## config.mk

```make
export PLATFORM = sky130hd
export DESIGN_NAME = acc_stream
export DESIGN_NICKNAME = d
export VERILOG_FILES = /design/src/rtl/acc_stream.sv
export SDC_FILE = /design/constraint.sdc
export NUM_CORES = 1
export LEC_CHECK = 0
export ABC_AREA = 1
export BUFFER_PORTS_ARGS = -buffer_cell sky130_fd_sc_hd__buf_2
export CORE_MARGIN = 3
export CORE_UTILIZATION = 53
export DETAILED_ROUTE_END_ITERATION = 12
export PLACE_DENSITY = 0.79
export SLEW_MARGIN = 40
export SYNTH_ARGS = -nofsm -noshare
export SYNTH_HDL_FRONTEND = slang
export SYNTH_SLANG_ARGS = --single-unit
export TNS_END_PERCENT = 20
```

## constraint.sdc

```tcl
create_clock -name i_clk -period 2.05 [get_ports i_clk]
set_clock_uncertainty 0.1 [all_clocks]
set_input_delay 0.1025 -clock i_clk [delete_from_list [all_inputs] [get_ports i_clk]]
set_output_delay 0.1025 -clock i_clk [all_outputs]
set_load 0.03 [all_outputs]
```

## src/rtl/acc_stream.sv

```systemverilog
// Streaming packet accumulator: sums the beats of each packet and holds the
// sum, sticky overflow and saturating beat count until downstream takes it.

module adder_flex #(
    parameter int W = 8
) (
    input  logic [W-1:0] i_a,
    input  logic [W-1:0] i_b,
    input  logic         i_cin,
    output logic [W-1:0] o_sum,
    output logic         o_cout
);
    assign {o_cout, o_sum} = {1'b0, i_a} + {1'b0, i_b} + {{W{1'b0}}, i_cin};
endmodule

module acc_stream #(
    parameter int WIDTH     = 8,
    parameter int ACC_WIDTH = 10,
    parameter int CNT_WIDTH = 4
) (
    input  logic                 i_clk,
    input  logic                 i_rst_n,
    input  logic                 i_valid,
    output logic                 o_ready,
    input  logic [WIDTH-1:0]     i_data,
    input  logic                 i_last,
    output logic                 o_valid,
    input  logic                 i_ready,
    output logic [ACC_WIDTH-1:0] o_sum,
    output logic                 o_ovf,
    output logic [CNT_WIDTH-1:0] o_count
);
    typedef enum logic [1:0] {IDLE, ACC, OUT} state_t;

    state_t                 state, state_nxt;
    logic [ACC_WIDTH-1:0]   acc, add_sum, data_ext;
    logic [CNT_WIDTH-1:0]   cnt;
    logic                   ovf, add_cout, beat;

    assign data_ext = ACC_WIDTH'(i_data);
    // Gate with reset so the source sees not-ready while the block is held.
    assign o_ready  = i_rst_n && (state != OUT);
    assign beat     = i_valid && o_ready;

    adder_flex #(.W(ACC_WIDTH)) u_add (
        .i_a    (acc),
        .i_b    (data_ext),
        .i_cin  (1'b0),
        .o_sum  (add_sum),
        .o_cout (add_cout)
    );

    always_ff @(posedge i_clk or negedge i_rst_n) begin
        if (!i_rst_n) state <= IDLE;
        else          state <= state_nxt;
    end

    always_comb begin
        state_nxt = state;
        case (state)
            IDLE, ACC: if (beat) state_nxt = i_last ? OUT : ACC;
            OUT:       if (i_ready) state_nxt = IDLE;
            default:   state_nxt = IDLE;
        endcase
    end

    always_ff @(posedge i_clk or negedge i_rst_n) begin
        if (!i_rst_n) begin
            acc <= '0;
            cnt <= '0;
            ovf <= 1'b0;
        end else if (beat) begin
            if (state == IDLE) begin
                acc <= data_ext;
                cnt <= CNT_WIDTH'(1);
                ovf <= 1'b0;
            end else begin
                acc <= add_sum;
                ovf <= ovf | add_cout;
                if (cnt != {CNT_WIDTH{1'b1}}) cnt <= cnt + 1'b1;
            end
        end
    end

    assign o_valid = (state == OUT);
    assign o_sum   = acc;
    assign o_ovf   = ovf;
    assign o_count = cnt;
endmodule

```

Yosys cells after proc, flatten, opt, wreduce, memory -nomap -nowiden

Cells that the tools add are included.

Register bits: 17
Bits in latches: 0
Bits in writable memories: 0
Bits in read-only memories: 0
Output and inout port bits: 17
Logic and storage cells: 28
Memories kept: 0

Add/sub/neg operators: 2
Multipliers: 0
Divide/modulo/power cells: 0
$lt $le $gt $ge: 0
Eq/ne operators: 6
Shift-type cells: 0
Mux-type cells: 8
Bitwise gates (word level): 1
Reduce and logical (&&, ||, !) cells: 7

Operators with widths:

| kind                  | count |
|---|---|
| $add A10 B8 Y11       | 1 |
| $mux W10              | 1 |
| $mux W4               | 2 |
| $mux W2               | 3 |
| $add A4 B1 Y4 const B | 1 |
| $ne A2 B2 Y1 const B  | 2 |
| $ne A4 B4 Y1 const B  | 1 |
| $pmux W2 S2           | 1 |
| $reduce_and A2 Y1     | 2 |
| $eq A2 B1 Y1 const B  | 1 |
| $eq A2 B2 Y1 const B  | 1 |
| $logic_and A1 B1 Y1   | 2 |
| $logic_not A2 Y1      | 1 |
| $ne A2 B1 Y1 const B  | 1 |
| $reduce_bool A2 Y1    | 1 |
| $reduce_or A2 Y1      | 1 |
| $mux W1               | 1 |
| $or A1 B1 Y1          | 1 |

Longest topological paths before layout

Gate-level depths: netlist of run 1.

Word-level depth: 5
Mapped depth: 10

Hierarchy

From an unflattened synthesis of run 1, not the netlist that was laid out.

Cells, all modules: 214
Area, all modules: 1412.6 µm²

By module, submodules not included:

| module     | times used | cells each | area an instance (µm²) | sequential area each (µm²) |
|---|---|---|---|---|
| acc_stream | 1          | 125        | 910.9                  | 425.4 |
| adder_flex | 1          | 89         | 501.7                  | 0.0 |

Least setup slack after synthesis of run 1

OpenSTA, ideal clock, no wires.

Kind: reg2reg
From: reg acc[0], in the netlist o_sum[0]
To: reg acc[6], in the netlist o_sum[6]
Arrival: 1637 ps
Required time: 1833 ps
Slack: 196 ps
Cell stages (with the launch flop): 11
Path through: dfrtp_1 ha_1 fa_1 nand2_1 nand3_1 nand3b_1 nand2_1 nand2_1 nand3_1 nand2_1 nand2_1

Word-level cells in the longest chain between the ends: 2

Ends and longest elaborated chain:

| item                     | RTL line | source |
|---|---|---|
| start: declaration       | 36       | `logic [ACC_WIDTH-1:0] acc, add_sum, data_ext;` |
| start signal: assignment | 74       | `acc <= data_ext;` |
| start signal: assignment | 78       | `acc <= add_sum;` |
| $add A10 B8 Y11          | 13       | `assign {o_cout, o_sum} = {1'b0, i_a} + {1'b0, i_b} + {{W{1'b0}}, i_cin};` |
| $mux W10                 | 73       | `if (state == IDLE) begin` |

Every way passes these cells.
A chain may end at the register's enable or synchronous reset.

Final worst setup path of run 1

Same ends and word-level chain as after synthesis.

==> flow_metrics.py, run 1 <==
metrics = {
    "cts": {
        "cts_tree": "done",
        "worstSkewPairLatency_ps": 290,
        "cts.clk_slew.worst_paths_ps": 100,
        "cts_max_level": 1,
        "root_buffer": "clkbuf_4",
        "numCtsBuffers": 3,
        "cts_buffer_depth": 2,
        "clock-sinks": 17,
        "cts_setup_buffers": 0,
    },
    "synth": {
        "synthTopCellsByArea": "dfrtp_1 (33%), nand2_1 (15%), ha_1 (8.7%), nand3_1 (6.6%), nor2_1 (6.4%)",
        "synth.area.mux_share": 0,
        "synth_top_area_cell": "dfrtp_1",
        "synthAdderAreaFrac": 0.1021,
        "yosysWarningCount": 0,
        "yosysMostFrequentCell": "nand2_1",
        "synth_edf_count": 0,
        "synth_compound_area_frac": 0.1175,
        "synth_area_um2": 1299,
        "synth_xor_area_frac": 0.01349,
        "yosys.area_share.simple": 0.3478,
        "synthTopCellsByCount": "nand2_1 (51), nor2_1 (22), inv_1 (19), dfrtp_1 (17), nand3_1 (17)",
        "ys_seq_area_frac": 0.3276,
        "synth_top_family_by_area": "simple AND/OR/NAND/NOR gates",
        "synth.net_count": 204,
        "synth_ff_type": "dfrtp_1",
        "synth_seq_cells": 17,
        "syn_inst": 181,
        "synth.avg_cell_area_um2": 7.175,
        "synth_cell_type_count": 30,
        "synthArstFlopShare": 1.000,
        "synth_top_area_share": 0.3276,
    },
    "grt": {
        "grt_usage": 0.2049,
        "antenna_found_initial": 0,
        "grt_max_degree": 19,
        "first_global_vias": 1292,
        "grt_pass1_wl_mm": 5.202,
        "overflow": 0,
    },
    "sta": {
        "max-slew-margin-rel": 0.8469,
        "min_period_ps": 1838,
        "worst_pin_slew_ps": 227.7,
        "finalHoldViolCount": 0,
        "finalSetupViolCount": 0,
        "drv_slew": 0,
        "setup_tns_ps": 0,
        "rsz0062_at_grt": "false",
        "fin_crit_sh": 0.8966,
        "clock.fmax_mhz": 544.1,
    },
    "critical_path": {
        "cp-end-kind": "register",
        "reg2regPathDepth": 10,
        "cp.buffers_inverters": 0,
        "r2r-start": "o_sum[0]",
        "slowest_stage": "dfrtp_1",
        "crit_chain": "ha_1 -> fa_1 -> nand2_1 -> nand3_1 -> nand3b_1 -> nand2_1 -> nand2_1 -> nand3_1 -> nand2_1 -> nand2_1",
        "crit_required_ps": 2140,
        "crit_start": "o_sum[0]",
        "path_class": "reg2reg",
        "critPathMostFrequentCell": "nand2_1",
        "start_kind": "register",
        "r2r_slack_ps": 210,
        "r2r_end": "o_sum[6]",
        "slowest_delay_ps": 410,
        "cp_max_fo": 3,
        "arrival_ps": 1930,
        "cp_top_family": "simple AND/OR/NAND/NOR gates",
    },
    "floorplan": {
        "dieArea_um2": 3080,
        "start_util": 0.5706,
        "rows": 17,
        "ios": 30,
        "die_h_um": 55.50,
        "core_um2": 2276,
        "die_w_um": 55.50,
    },
    "place": {
        "port_buffers": 29,
        "gp_congestion": 0.9439,
        "dp.cells": 236,
        "dp_hpwl_mm": 2.366,
    },
    "drt": {
        "vias_per_cell": 5.157,
        "detailroute.wirelength.met2_mm": 1.551,
        "dr_wl_met3_um": 97,
        "wl_met1_mm": 1.322,
        "first_pass_iters": 4,
        "drcViolationCount": 0,
        "drt_wl_total_mm": 2.980,
        "top_layer": "met4",
        "postRouteAntennaNets": 0,
        "wl_per_cell_um": 12.31,
        "vias": 1248,
        "dr.first_iter.drc_count": 20,
    },
    "cells_and_area": {
        "final_layout_size_suffix_gt1_frac": 0.2290,
        "instances_no_fill": 242,
        "final_nets": 238,
        "num_antenna_cells": 0,
        "syn2layout_area_growth_pct": 15.70,
    },
    "pwr": {
        "p_leak_nw": 0.8547,
        "switchingPower_w": 0.0009360,
        "pwr-share-comb": 0.593,
        "switching_share": 0.5126,
        "p_seq_frac": 0.307,
        "p_per_area_nw_per_um2": 1215,
        "p_int_w": 0.0008899,
        "p_clk_frac": 0.100,
        "ir_worst_vdd_uv": 742.9,
    },
    "hold_path": {
        "min_path_cells": 3,
        "worstHoldStart": "i_data[3]",
        "hold_class": "in2reg",
        "whs_endpoint": "o_sum[3]",
    },
    "run": {
        "maxCapViolCount": 0,
    },
    "status": {
        "status": "complete, no violations",
    },
}
[worst register-to-register path, cell delays in order (launching register included)]
cell and delay [ps]:
dfrtp_1 410, ha_1 230, fa_1 380, nand2_1 110
nand3_1 120, nand3b_1 130, nand2_1 60, nand2_1 50
nand3_1 60, nand2_1 60, nand2_1 40
[power groups by stage]
stage | clock network, W | registers (W) | logic (W)
after global routing | 0.000203 | 0.000579 | 0.00121
after global placement | 0 | 0.000558 | 0.00105
final | 0.000183 | 0.000561 | 0.00108
after CTS | 0.000187 | 0.000561 | 0.00109
after detailed placement | 0 | 0.000567 | 0.00109
after floorplan | 0 | 0.000766 | 0.000610
[layer usage]
| metal | global-route usage | up-vias |
|---|---|---|
| met4 | 0.04514 | 0 |
| li1 | - | 646 |
| met3 | 0.03972 | 2 |
| met2 | 0.3902 | 17 |
| met5 | 0 | - |
| met1 | 0.2318 | 583 |
[placed cells by master (no fill, tap or decap), types with 2 or more instances in the layout]
cell type / n
a21oi_2: 2
nand3_1: 17
inv_1: 19
nand3b_1: 2
o21ai_0: 5
inv_2: 3
dfrtp_1: 17
dlygate4sd3_1: 2
nand2_4: 2
o31ai_1: 2
nor2_2: 2
clkbuf_4: 3
a21oi_1: 7
buf_2: 29
o21ai_1: 4
nand2_2: 2
ha_1: 9
nor2_1: 22
nand2_1: 51
[timing repair]
| action | CTS | global route |
|---|---|---|
| endpoints found under the hold margin | 19 | 0 |
| gates resized for setup | 0 | 0 |
| hold buffers | 2 | 0 |
[cell type report]
cell class	instances	area, um^2
flip-flops and latches	17	425.4
inverters	23	88.84
clock buffers	4	26.28
repair buffers	32	172.7
well taps	28	35.03
multi-input cells	138	754.5
fillers	219	773.2
[metrics by stage]
step / setup WS, ps / utilization / cell area [um^2] / hold slack [ps] / power [W]
global placement: 284.3 / 0.6399 / 1456 / 32.00 / 0.001605
detailed placement: 241.1 / 0.6399 / 1456 / 36.42 / 0.001653
floorplan: 196.0 / - / 1299 / -293.1 / 0.001376
finish: 212.0 / 0.6603 / 1503 / 32.54 / 0.001826
global route: 103.8 / 0.6603 / 1503 / 28.74 / 0.001995
CTS: 225.9 / 0.6603 / 1503 / 31.22 / 0.001840
[how the worst max path moves through the flow]
stage,end,cells after the start
6_report,o_sum[6],10
3_3_place_gp,o_sum[6],10
5_1_grt,o_sum[6],10
3_5_place_dp,o_sum[6],10
2_1_floorplan,o_sum[6],10
4_1_cts,o_sum[6],10
[cell families after synthesis]
group,count (synthesis)
compound gates,25
xor+xnor,2
buf+inv,26
simple gates,101
fa+ha+maj,10
flops,17
[flip-flops by register name, summed over array words and instances, names as in the netlist]
name	flops
o_sum	10
o_count	4
state	2
o_ovf	1
Power figures use the tool's default switching activity.
==> inputs of run 2 (changes only) <==
--- a/config.mk
+++ b/config.mk
@@ -15,4 +15,3 @@
 export SYNTH_ARGS = -nofsm -noshare
 export SYNTH_HDL_FRONTEND = slang
 export SYNTH_SLANG_ARGS = --single-unit
-export TNS_END_PERCENT = 20
==> constraint.sdc (replaced) <==
create_clock -name i_clk -period 2.05 [get_ports i_clk]
set_clock_uncertainty 0.1 [all_clocks]
set_input_delay 0.3075 -clock i_clk [delete_from_list [all_inputs] [get_ports i_clk]]
set_output_delay 0.3075 -clock i_clk [all_outputs]
set_load 0.03 [all_outputs]
==> run 2 against run 1 <==
Effect of this change:
- worst hold slack better by 140 ps
- wire length is 0.70% lower
- non-clock buffer count is 1 lower
- cell count is 0.41% lower
- die area stayed put
- count of clock-buffer cells in the layout stayed put
- worst setup slack worse by 92 ps
==> flow_metrics.py, run 2 (synthesized netlist as in run 1, its figures left out) <==
metrics = {
    "place": {
        "pre_cts_slack_ps": 156.6,
        "dp_hpwl_mm": 2.360,
        "port_buffers": 29,
        "dp.cells": 236,
        "gp_congestion": 0.9517,
    },
    "sta": {
        "setup_tns_ps": 0,
        "clock.fmax_mhz": 518.2,
        "drv_slew": 0,
        "max-slew-margin-rel": 0.8517,
        "min_period_ps": 1930,
        "fin_crit_sh": 0.9414,
        "finalSetupViolCount": 0,
        "finalHoldViolCount": 0,
        "fin_ws_ps": 120.1,
        "rsz0062_at_grt": "false",
        "worst_pin_slew_ps": 220.5,
    },
    "floorplan": {
        "core_um2": 2276,
        "ios": 30,
        "dieArea_um2": 3080,
        "die_w_um": 55.50,
        "die_h_um": 55.50,
        "start_util": 0.5706,
        "rows": 17,
    },
    "critical_path": {
        "start_kind": "input pin",
        "arrival_ps": 1520,
        "cp_max_fo": 18,
        "path_class": "in2out",
        "cp-end-kind": "primary output",
        "crit_required_ps": 1640,
    },
    "drt": {
        "wl_per_cell_um": 12.28,
        "drcViolationCount": 0,
        "dr.first_iter.drc_count": 14,
        "vias": 1267,
        "drt_wl_total_mm": 2.959,
        "first_pass_iters": 4,
        "postRouteAntennaNets": 0,
        "vias_per_cell": 5.257,
    },
    "grt": {
        "grt_max_degree": 19,
        "grt_pass1_wl_mm": 5.154,
        "overflow": 0,
        "antenna_found_initial": 0,
        "grt_usage": 0.2067,
        "first_global_vias": 1237,
    },
    "cells_and_area": {
        "largest_register_ffs": 10,
        "num_antenna_cells": 0,
        "final_common_cell": "nand2_1",
        "syn2layout_area_growth_pct": 15.51,
        "final_nets": 237,
        "instances_no_fill": 241,
        "final_cell_mix": "nand2_1 (51), buf_2 (29), nor2_1 (22)",
        "final_layout_size_suffix_gt1_frac": 0.2300,
        "fill_cells": 210,
    },
    "cts": {
        "cts.clk_slew.worst_paths_ps": 90,
        "cts_setup_buffers": 0,
        "numCtsBuffers": 3,
        "worstSkewPairLatency_ps": 290,
        "cts_tree": "done",
        "cts_buffer_depth": 2,
        "clock-sinks": 17,
        "root_buffer": "clkbuf_4",
        "cts_max_level": 1,
    },
    "pwr": {
        "p_int_w": 0.0008890,
        "p_leak_nw": 0.8531,
        "switching_share": 0.5136,
        "pwr-share-comb": 0.593,
        "p_seq_frac": 0.308,
        "p_per_area_nw_per_um2": 1218,
        "p_clk_frac": 0.100,
        "ir_worst_vdd_uv": 829.8,
        "switchingPower_w": 0.0009385,
    },
    "hold_path": {
        "hold_class": "in2reg",
    },
    "run": {
        "maxCapViolCount": 0,
    },
    "status": {
        "status": "complete, no violations",
    },
}
## run 2: cell count changes in the layout (fill, tap and decap cells not counted), sizes merged
cell / delta
dlygate4sd3: -1
## run 2: path summary, 6_finish.rpt
kind | startpoint | cells past startpoint | to | slack (ps)
setup / recovery | i_rst_n | 6 | o_ready | 120
setup reg to reg | o_sum[0] | 10 | o_sum[6] | 200
hold reg to reg | o_count[3] | 1 | o_count[3] | 410
min in group asynchronous | i_rst_n | 3 | o_ovf | 440
hold / removal | i_last | 4 | state[0] | 170
max in group asynchronous | i_rst_n | 3 | o_count[3] | 1270
## run 2: power groups by stage
stage | Sequential, W | Clock (W) | Combinational [W]
3_3_place_gp | 0.000558 | 0 | 0.00105
3_5_place_dp | 0.000566 | 0 | 0.00109
4_1_cts | 0.000560 | 0.000194 | 0.00109
6_report | 0.000562 | 0.000182 | 0.00108
2_1_floorplan | 0.000766 | 0 | 0.000610
5_1_grt | 0.000580 | 0.000201 | 0.00122
## run 2: what timing repair did
| action | 4_1_cts | 5_1_grt |
|---|---|---|
| hold buffers | 1 | 0 |
| gates resized for setup | 0 | 2 |
| hold endpoints to repair | 17 | 0 |
| endpoints found under the setup margin | 0 | 1 |
## run 2: per-layer routing
metal | GRT usage | vias to the layer above | part of all wire
li1 | - | 644 | -
met1 | 0.2346 | 595 | 0.42
met2 | 0.3834 | 21 | 0.52
met3 | 0.02804 | 7 | 0.032
met4 | 0.08333 | 0 | 0.022
met5 | 0 | - | 0
## run 2: per-stage QoR
step | util | power, W | instance area, um^2 | hold WS [ps]
floorplan | - | 0.001376 | 1299 | -88.09
global placement | 0.6399 | 0.001605 | 1456 | 236.4
detailed placement | 0.6399 | 0.001652 | 1456 | 245.7
CTS | 0.6559 | 0.001845 | 1493 | 155.1
global route | 0.6592 | 0.001998 | 1500 | 174.1
finish | 0.6592 | 0.001828 | 1500 | 170.8
## run 2: area by class of cell
| class | count | area [um^2] | share of cell area |
|---|---|---|---|
| multi-input combinational | 138 | 754.5 | 0.5029 |
| tap | 28 | 35.03 | 0.02335 |
| inverter | 23 | 88.84 | 0.05922 |
| clock buffer | 4 | 26.28 | 0.01751 |
| sequential | 17 | 425.4 | 0.2836 |
| timing repair buffer | 31 | 170.2 | 0.1134 |
## run 2: critical path, cell delays in order
cell and delay, ps:
dlygate4sd3_1 530, buf_2 160, buf_8 190, inv_1 50, nor2_1 90, buf_2 190
